**config.mk**
```make
export PLATFORM = sky130hd
export DESIGN_NAME = lane_stage_reg_flat
export DESIGN_NICKNAME = d
export VERILOG_FILES = /design/src/rtl/lane_stage_reg_if.sv /design/src/rtl/lane_stage_reg.sv /design/src/flat_wrapper.sv
export SDC_FILE = /design/constraint.sdc
export NUM_CORES = 1
export LEC_CHECK = 0
export CAP_MARGIN = 0
export CORE_AREA = 2 2 291 293
export CTS_CLUSTER_SIZE = 40
export DETAILED_ROUTE_END_ITERATION = 16
export DIE_AREA = 0 0 293 295
export GPL_TIMING_DRIVEN = 0
export PLACE_DENSITY = 0.48
export SYNTH_ARGS = -nofsm -noshare
export SYNTH_HDL_FRONTEND = slang
export SYNTH_SLANG_ARGS = --single-unit
export TNS_END_PERCENT = 50
```
**constraint.sdc**
```tcl
create_clock -name clk -period 12.4 [get_ports clk]
set_clock_uncertainty 0.05 [all_clocks]
set_input_delay 1.24 -clock clk [delete_from_list [all_inputs] [get_ports clk]]
set_output_delay 1.24 -clock clk [all_outputs]
set_load 0.02 [all_outputs]
```
**src/rtl/lane_stage_reg_if.sv**
```systemverilog
// rtl/lane_stage_reg_if.sv - upstream/downstream group handshake bundle for lane_stage_reg
interface lane_stage_reg_if #(
  parameter int LANES = 2,
  parameter int DW    = 104,
  parameter int SW    = 150
);
  logic                  in_valid;
  logic                  in_ready;
  logic [LANES-1:0]      in_lane_en;
  logic [LANES*DW-1:0]   in_data;
  logic [SW-1:0]         in_side;
  logic                  out_valid;
  logic                  out_ready;
  logic [LANES-1:0]      out_lane_en;
  logic [LANES*DW-1:0]   out_data;
  logic [SW-1:0]         out_side;

  modport master (
    output in_valid, in_lane_en, in_data, in_side, out_ready,
    input  in_ready, out_valid, out_lane_en, out_data, out_side
  );

  modport slave (
    input  in_valid, in_lane_en, in_data, in_side, out_ready,
    output in_ready, out_valid, out_lane_en, out_data, out_side
  );
endinterface

```
**src/rtl/lane_stage_reg.sv**
```systemverilog
// rtl/lane_stage_reg.sv - elastic multi-lane stage register, skid entry enabled by LANE_STAGE_SKID_EN
module lane_stage_reg #(
  parameter int LANES = 2,
  parameter int DW    = 104,
  parameter int SW    = 150,
  parameter int CNT_W = 16
) (
  input  logic             clk,
  input  logic             rst,
  input  logic             flush_i,
  input  logic             flush_cause_i,
  lane_stage_reg_if.slave  bus,
  output logic [1:0]       occupancy_o,
  output logic [CNT_W-1:0] bubble_cnt_o
);

  logic [LANES-1:0]    main_en_q, main_en_d;
  logic [LANES*DW-1:0] main_data_q, main_data_d;
  logic [SW-1:0]       main_side_q, main_side_d;
  logic [LANES*DW-1:0] in_data_m;
  logic [CNT_W-1:0]    bubble_q, bubble_d;
  logic                main_vld, push, pop, xflush, in_ready;

  // Disabled lanes are zeroed on entry so the stored group already obeys the NOP convention.
  always_comb begin
    in_data_m = '0;
    for (int i = 0; i < LANES; i++) begin
      in_data_m[i*DW +: DW] = bus.in_lane_en[i] ? bus.in_data[i*DW +: DW] : '0;
    end
  end

  // An entry is occupied exactly when at least one of its lanes is enabled.
  assign main_vld = |main_en_q;
  assign xflush   = flush_i & flush_cause_i;
  assign push     = bus.in_valid & in_ready & (|bus.in_lane_en);
  assign pop      = main_vld & bus.out_ready;

`ifdef LANE_STAGE_SKID_EN
  logic [LANES-1:0]    skid_en_q, skid_en_d;
  logic [LANES*DW-1:0] skid_data_q, skid_data_d;
  logic [SW-1:0]       skid_side_q, skid_side_d;
  logic                skid_vld, in_ready_q, in_ready_d;

  assign skid_vld = |skid_en_q;

  always_comb begin
    main_en_d   = main_en_q;
    main_data_d = main_data_q;
    main_side_d = main_side_q;
    skid_en_d   = skid_en_q;
    skid_data_d = skid_data_q;
    skid_side_d = skid_side_q;
    if (xflush) begin
      main_en_d   = '0;
      main_data_d = '0;
      main_side_d = '0;
      skid_en_d   = '0;
      skid_data_d = '0;
      skid_side_d = '0;
    end else begin
      if (pop) begin
        main_en_d   = skid_en_q;
        main_data_d = skid_data_q;
        main_side_d = skid_side_q;
        skid_en_d   = '0;
        skid_data_d = '0;
        skid_side_d = '0;
      end
      if (push) begin
        if (!main_vld || (pop && !skid_vld)) begin
          main_en_d   = bus.in_lane_en;
          main_data_d = in_data_m;
          main_side_d = bus.in_side;
        end else begin
          skid_en_d   = bus.in_lane_en;
          skid_data_d = in_data_m;
          skid_side_d = bus.in_side;
        end
      end
    end
    in_ready_d = ~((|main_en_d) & (|skid_en_d));
  end

  always_ff @(posedge clk or posedge rst) begin
    if (rst) begin
      skid_en_q   <= '0;
      skid_data_q <= '0;
      skid_side_q <= '0;
      in_ready_q  <= 1'b1;
    end else begin
      skid_en_q   <= skid_en_d;
      skid_data_q <= skid_data_d;
      skid_side_q <= skid_side_d;
      in_ready_q  <= in_ready_d;
    end
  end

  assign in_ready    = in_ready_q;
  assign occupancy_o = {1'b0, main_vld} + {1'b0, skid_vld};
`else
  always_comb begin
    main_en_d   = main_en_q;
    main_data_d = main_data_q;
    main_side_d = main_side_q;
    if (xflush || (pop && !push)) begin
      main_en_d   = '0;
      main_data_d = '0;
      main_side_d = '0;
    end else if (push) begin
      main_en_d   = bus.in_lane_en;
      main_data_d = in_data_m;
      main_side_d = bus.in_side;
    end
  end

  assign in_ready    = bus.out_ready | ~main_vld;
  assign occupancy_o = {1'b0, main_vld};
`endif

  assign bubble_d = (!main_vld && !(&bubble_q)) ? bubble_q + {{(CNT_W-1){1'b0}}, 1'b1} : bubble_q;

  always_ff @(posedge clk or posedge rst) begin
    if (rst) begin
      main_en_q   <= '0;
      main_data_q <= '0;
      main_side_q <= '0;
      bubble_q    <= '0;
    end else begin
      main_en_q   <= main_en_d;
      main_data_q <= main_data_d;
      main_side_q <= main_side_d;
      bubble_q    <= bubble_d;
    end
  end

  assign bus.in_ready    = in_ready;
  assign bus.out_valid   = main_vld;
  assign bus.out_lane_en = main_en_q;
  assign bus.out_data    = main_data_q;
  assign bus.out_side    = main_side_q;
  assign bubble_cnt_o    = bubble_q;

endmodule

```
**src/flat_wrapper.sv**
```systemverilog
// flat-port wrapper written by rule: the top's interface ports become plain ports
module lane_stage_reg_flat 
#(
  parameter int LANES = 2,
  parameter int DW    = 104,
  parameter int SW    = 150,
  parameter int CNT_W = 16
)
  (clk, rst, flush_i, flush_cause_i, occupancy_o, bubble_cnt_o, bus_in_valid, bus_in_lane_en, bus_in_data, bus_in_side, bus_out_ready, bus_in_ready, bus_out_valid, bus_out_lane_en, bus_out_data, bus_out_side);
  lane_stage_reg_if #(.LANES(LANES), .DW(DW), .SW(SW)) bus_i ();
  input  logic clk;
  input  logic rst;
  input  logic flush_i;
  input  logic flush_cause_i;
  output logic [1:0] occupancy_o;
  output logic [CNT_W-1:0] bubble_cnt_o;
  input wire logic [$bits(bus_i.in_valid)-1:0] bus_in_valid;
  input wire logic [$bits(bus_i.in_lane_en)-1:0] bus_in_lane_en;
  input wire logic [$bits(bus_i.in_data)-1:0] bus_in_data;
  input wire logic [$bits(bus_i.in_side)-1:0] bus_in_side;
  input wire logic [$bits(bus_i.out_ready)-1:0] bus_out_ready;
  output wire logic [$bits(bus_i.in_ready)-1:0] bus_in_ready;
  output wire logic [$bits(bus_i.out_valid)-1:0] bus_out_valid;
  output wire logic [$bits(bus_i.out_lane_en)-1:0] bus_out_lane_en;
  output wire logic [$bits(bus_i.out_data)-1:0] bus_out_data;
  output wire logic [$bits(bus_i.out_side)-1:0] bus_out_side;
  assign bus_i.in_valid = bus_in_valid;
  assign bus_i.in_lane_en = bus_in_lane_en;
  assign bus_i.in_data = bus_in_data;
  assign bus_i.in_side = bus_in_side;
  assign bus_i.out_ready = bus_out_ready;
  assign bus_in_ready = bus_i.in_ready;
  assign bus_out_valid = bus_i.out_valid;
  assign bus_out_lane_en = bus_i.out_lane_en;
  assign bus_out_data = bus_i.out_data;
  assign bus_out_side = bus_i.out_side;
  lane_stage_reg #(.LANES(LANES), .DW(DW), .SW(SW), .CNT_W(CNT_W)) u_core (.clk(clk), .rst(rst), .flush_i(flush_i), .flush_cause_i(flush_cause_i), .bus(bus_i), .occupancy_o(occupancy_o), .bubble_cnt_o(bubble_cnt_o));
endmodule
```
==> out/metrics.yaml <==
clocking:
  tritoncts_clock_tree: "built"
  ctsHoldBuffers: 0
  master_cell_of_the_clock_root_buffer: "sky130_fd_sc_hd__clkbuf_16"
  clk_pin_slew_ns: 0.06
  cts_repair_resize_count: 0
  worst_skew_pair.late_latency_ns: 0.56
  tritoncts_num_sinks: 376
  clock_tree.buffer_depth: 3
  postCtsSetupRepairBufs: 0
  cts_inserted_buffers: 45
  cts-htree-levels: 2
layout:
  num-nets-final: 2045
  final_area_sq_um: 23770
  finalNonFillerCells: 2791
  layout-area-overhead-vs-synth_pct: 77.55
  diodes: 0
  share_of_layout_cells_above_drive_strength_1: 0.07481
setup_path:
  setup.worst_path.class: "input pin to output port"
  timing.critical_path.from_type: "input pin"
  timing.critical_path.to_type: "output port"
  worstPathArrival_ns: 2.57
  maximum_fanout_count_along_the_critical_path: 4
  cp_data_required_time_ns: 11.11
power_and_ir_drop:
  leak_uw: 0.01035
  ir_worst_vdd_v: 0.00007068
  p_per_area_nw_per_um2: 154.9
timing:
  max-slew-margin-rel: 0.2389
  period_share: 0.3109
  worstMarginPinSlew_ns: 1.137
  rsz0062_at_grt: "false"
  hold_viol: 0
  hold_ws_ns: 0.4494
  period_needed_ns: 3.855
  achievable-frequency_mhz: 259.4
  slew_viol_final: 0
  setup_viol: 0
drt:
  overall_routed_net_length_um: 56900
  detailroute.via_count: 11218
  final_antenna_net_count: 0
  first_iter_violations: 423
  drt-pass1-iter-count: 4
  vias_per_cell: 4.019
  dr_wl_cell_um: 20.39
  remaining_drc_errors: 0
die:
  placement_rows: 106
  design.die.area_sq_um: 86440
  starting_density_of_the_core: 0.1610
  chipWidth_um: 293
  floorplan.core_area_sq_um: 83160
  chipHeight_um: 295
  number_of_primary_i_o_pins: 746
synth:
  synth_edf_count: 0
  synth_most_common_cell: "sky130_fd_sc_hd__dfrtp_1"
  portion_of_the_post_synthesis_area_used_by_sequential_elements: 0.7027
  synth.cell_area_sq_um: 13390
  synth.cells.most_frequent: "sky130_fd_sc_hd__dfrtp_1 (376), sky130_fd_sc_hd__a22o_1 (358), sky130_fd_sc_hd__buf_2 (42), sky130_fd_sc_hd__clkbuf_1 (33), sky130_fd_sc_hd__xor2_1 (11)"
  synth_flop_cell: "sky130_fd_sc_hd__dfrtp_1"
  yosysTopAreaCellShare: 0.7027
  yosys.cell_types.count: 34
  post_synth.cell_area_avg_sq_um: 15.15
  synth_nets: 1251
  synth_warnings: 0
  top_cells_by_area_in_the_synthesized_netlist: "sky130_fd_sc_hd__dfrtp_1 (70%), sky130_fd_sc_hd__a22o_1 (23%), sky130_fd_sc_hd__buf_2 (1.6%)"
  synth_cells: 884
  async_set_reset_flop_share_out_of_synthesis: 1.000
  yosys.area.top_type: "sky130_fd_sc_hd__dfrtp_1"
  yosys_register_bits: 376
global_routing:
  total_gr_overflow: 0
  first_global_vias: 12426
  grt_max_degree: 122
  grt_first_pass_wirelength_um: 82830
  grt_util_all_layers: 0.1260
  antenna_found_initial: 4
placement:
  post_dp_area_sq_um: 22280
  place_inst: 2711
  dp.final_hpwl_um: 44220
  place.port_buffers: 744
  gp_routability_congestion: 0.8272
run_status:
  result_of_the_run: "finished, final reports clean"
min_path:
  hold_class: "flip-flop to flip-flop"
job:
  max-cap-violations: 0
report_power, final:
| group | switching (uW) | internal [uW] |
|---|---|---|
| Clock | 535 | 812 |
| Sequential | 93.1 | 1360 |
| Combinational | 447 | 438 |
metal layers:
| metal | wire (um) | track usage | vias to the layer above |
|---|---|---|---|
| li1 | - | - | 4994 |
| met1 | 21180 | 0.1397 | 5600 |
| met2 | 28900 | 0.2247 | 528 |
| met3 | 5092 | 0.04443 | 92 |
| met4 | 1701 | 0.04015 | 4 |
| met5 | 27 | 0 | - |
stage by stage:
step	util	worst slack [ns]	setup TNS (ns)	power, uW
2_1_floorplan	-	0.6660	0	1839
3_3_place_gp	0.2668	-4.138	-1525.30	2362
3_5_place_dp	0.2679	7.970	0	2370
4_1_cts	0.2859	8.542	0	3748
5_1_grt	0.2859	8.509	0	3854
6_report	0.2859	8.545	0	3683
path summary, 6_finish.rpt:
path                                                        from                                   to  slack (ns)  cells after the start
setup / recovery                                   bus_out_ready                         bus_in_ready        8.54                      3
hold / removal               u_core.bubble_cnt_o[11]$_DFFE_PP0P_  u_core.bubble_cnt_o[11]$_DFFE_PP0P_        0.45                      1
setup reg to reg           u_core.bus.out_lane_en[0]$_DFFE_PP0P_   u_core.bus.out_side[2]$_DFFE_PP0P_        9.28                      6
hold reg to reg              u_core.bubble_cnt_o[11]$_DFFE_PP0P_  u_core.bubble_cnt_o[11]$_DFFE_PP0P_        0.45                      1
max in group asynchronous                                    rst   u_core.bubble_cnt_o[0]$_DFFE_PP0P_        9.68                      4
min in group asynchronous                                    rst  u_core.bus.out_side[30]$_DFFE_PP0P_        1.09                      2
state kept, by name (all words and copies together) (netlist names):
signal and flops:
u_core.bus.out_data 208, u_core.bubble_cnt_o 16, u_core.bus.out_lane_en 2, u_core.bus.out_side 150
placed cells by master, fill, tap and decap left out, drive strengths merged, types with 2 or more instances in the layout:
cell             n
a21o             2
a22o           358
buf             50
bufinv           4
clkbuf          97
clkdlybuf4s50  744
clkinv          10
dfrtp          376
inv              7
mux2             3
nand2            6
nand2b           2
nand3            5
nand4            5
nor2             9
nor3             4
nor4             4
xor2            11
cell families after synthesis:
family                   after synthesis  share of synthesized area
flip-flops                           376                     0.7027
buffers and inverters                 85                    0.02887
XOR/XNOR                              12                   0.007849
AND/OR/NAND/NOR                       41                    0.01738
multiplexers                           3                   0.002523
adder cells (fa/ha/maj)                1                  0.0009343
AO/OA/AOI/OAI                        365                     0.2395
other                                  1                  0.0002801
critical path: stages:
cell	delay, ns
sky130_fd_sc_hd__clkdlybuf4s50_1	0.58
sky130_fd_sc_hd__nand2b_1	0.14
sky130_fd_sc_hd__clkdlybuf4s50_1	0.61
area by class of cell:
type / instances / area, sq um
Fill cell: 8474 / 59380
Sequential cell: 376 / 9409
Timing Repair Buffer: 747 / 7530
Multi-Input combinational cell: 423 / 3595
Tap cell: 1080 / 1351
Clock buffer: 64 / 1300
Buffer: 80 / 367.9
Clock inverter: 16 / 195.2
Inverter: 5 / 26.28
No activity file was read; power rests on OpenSTA's default activity.
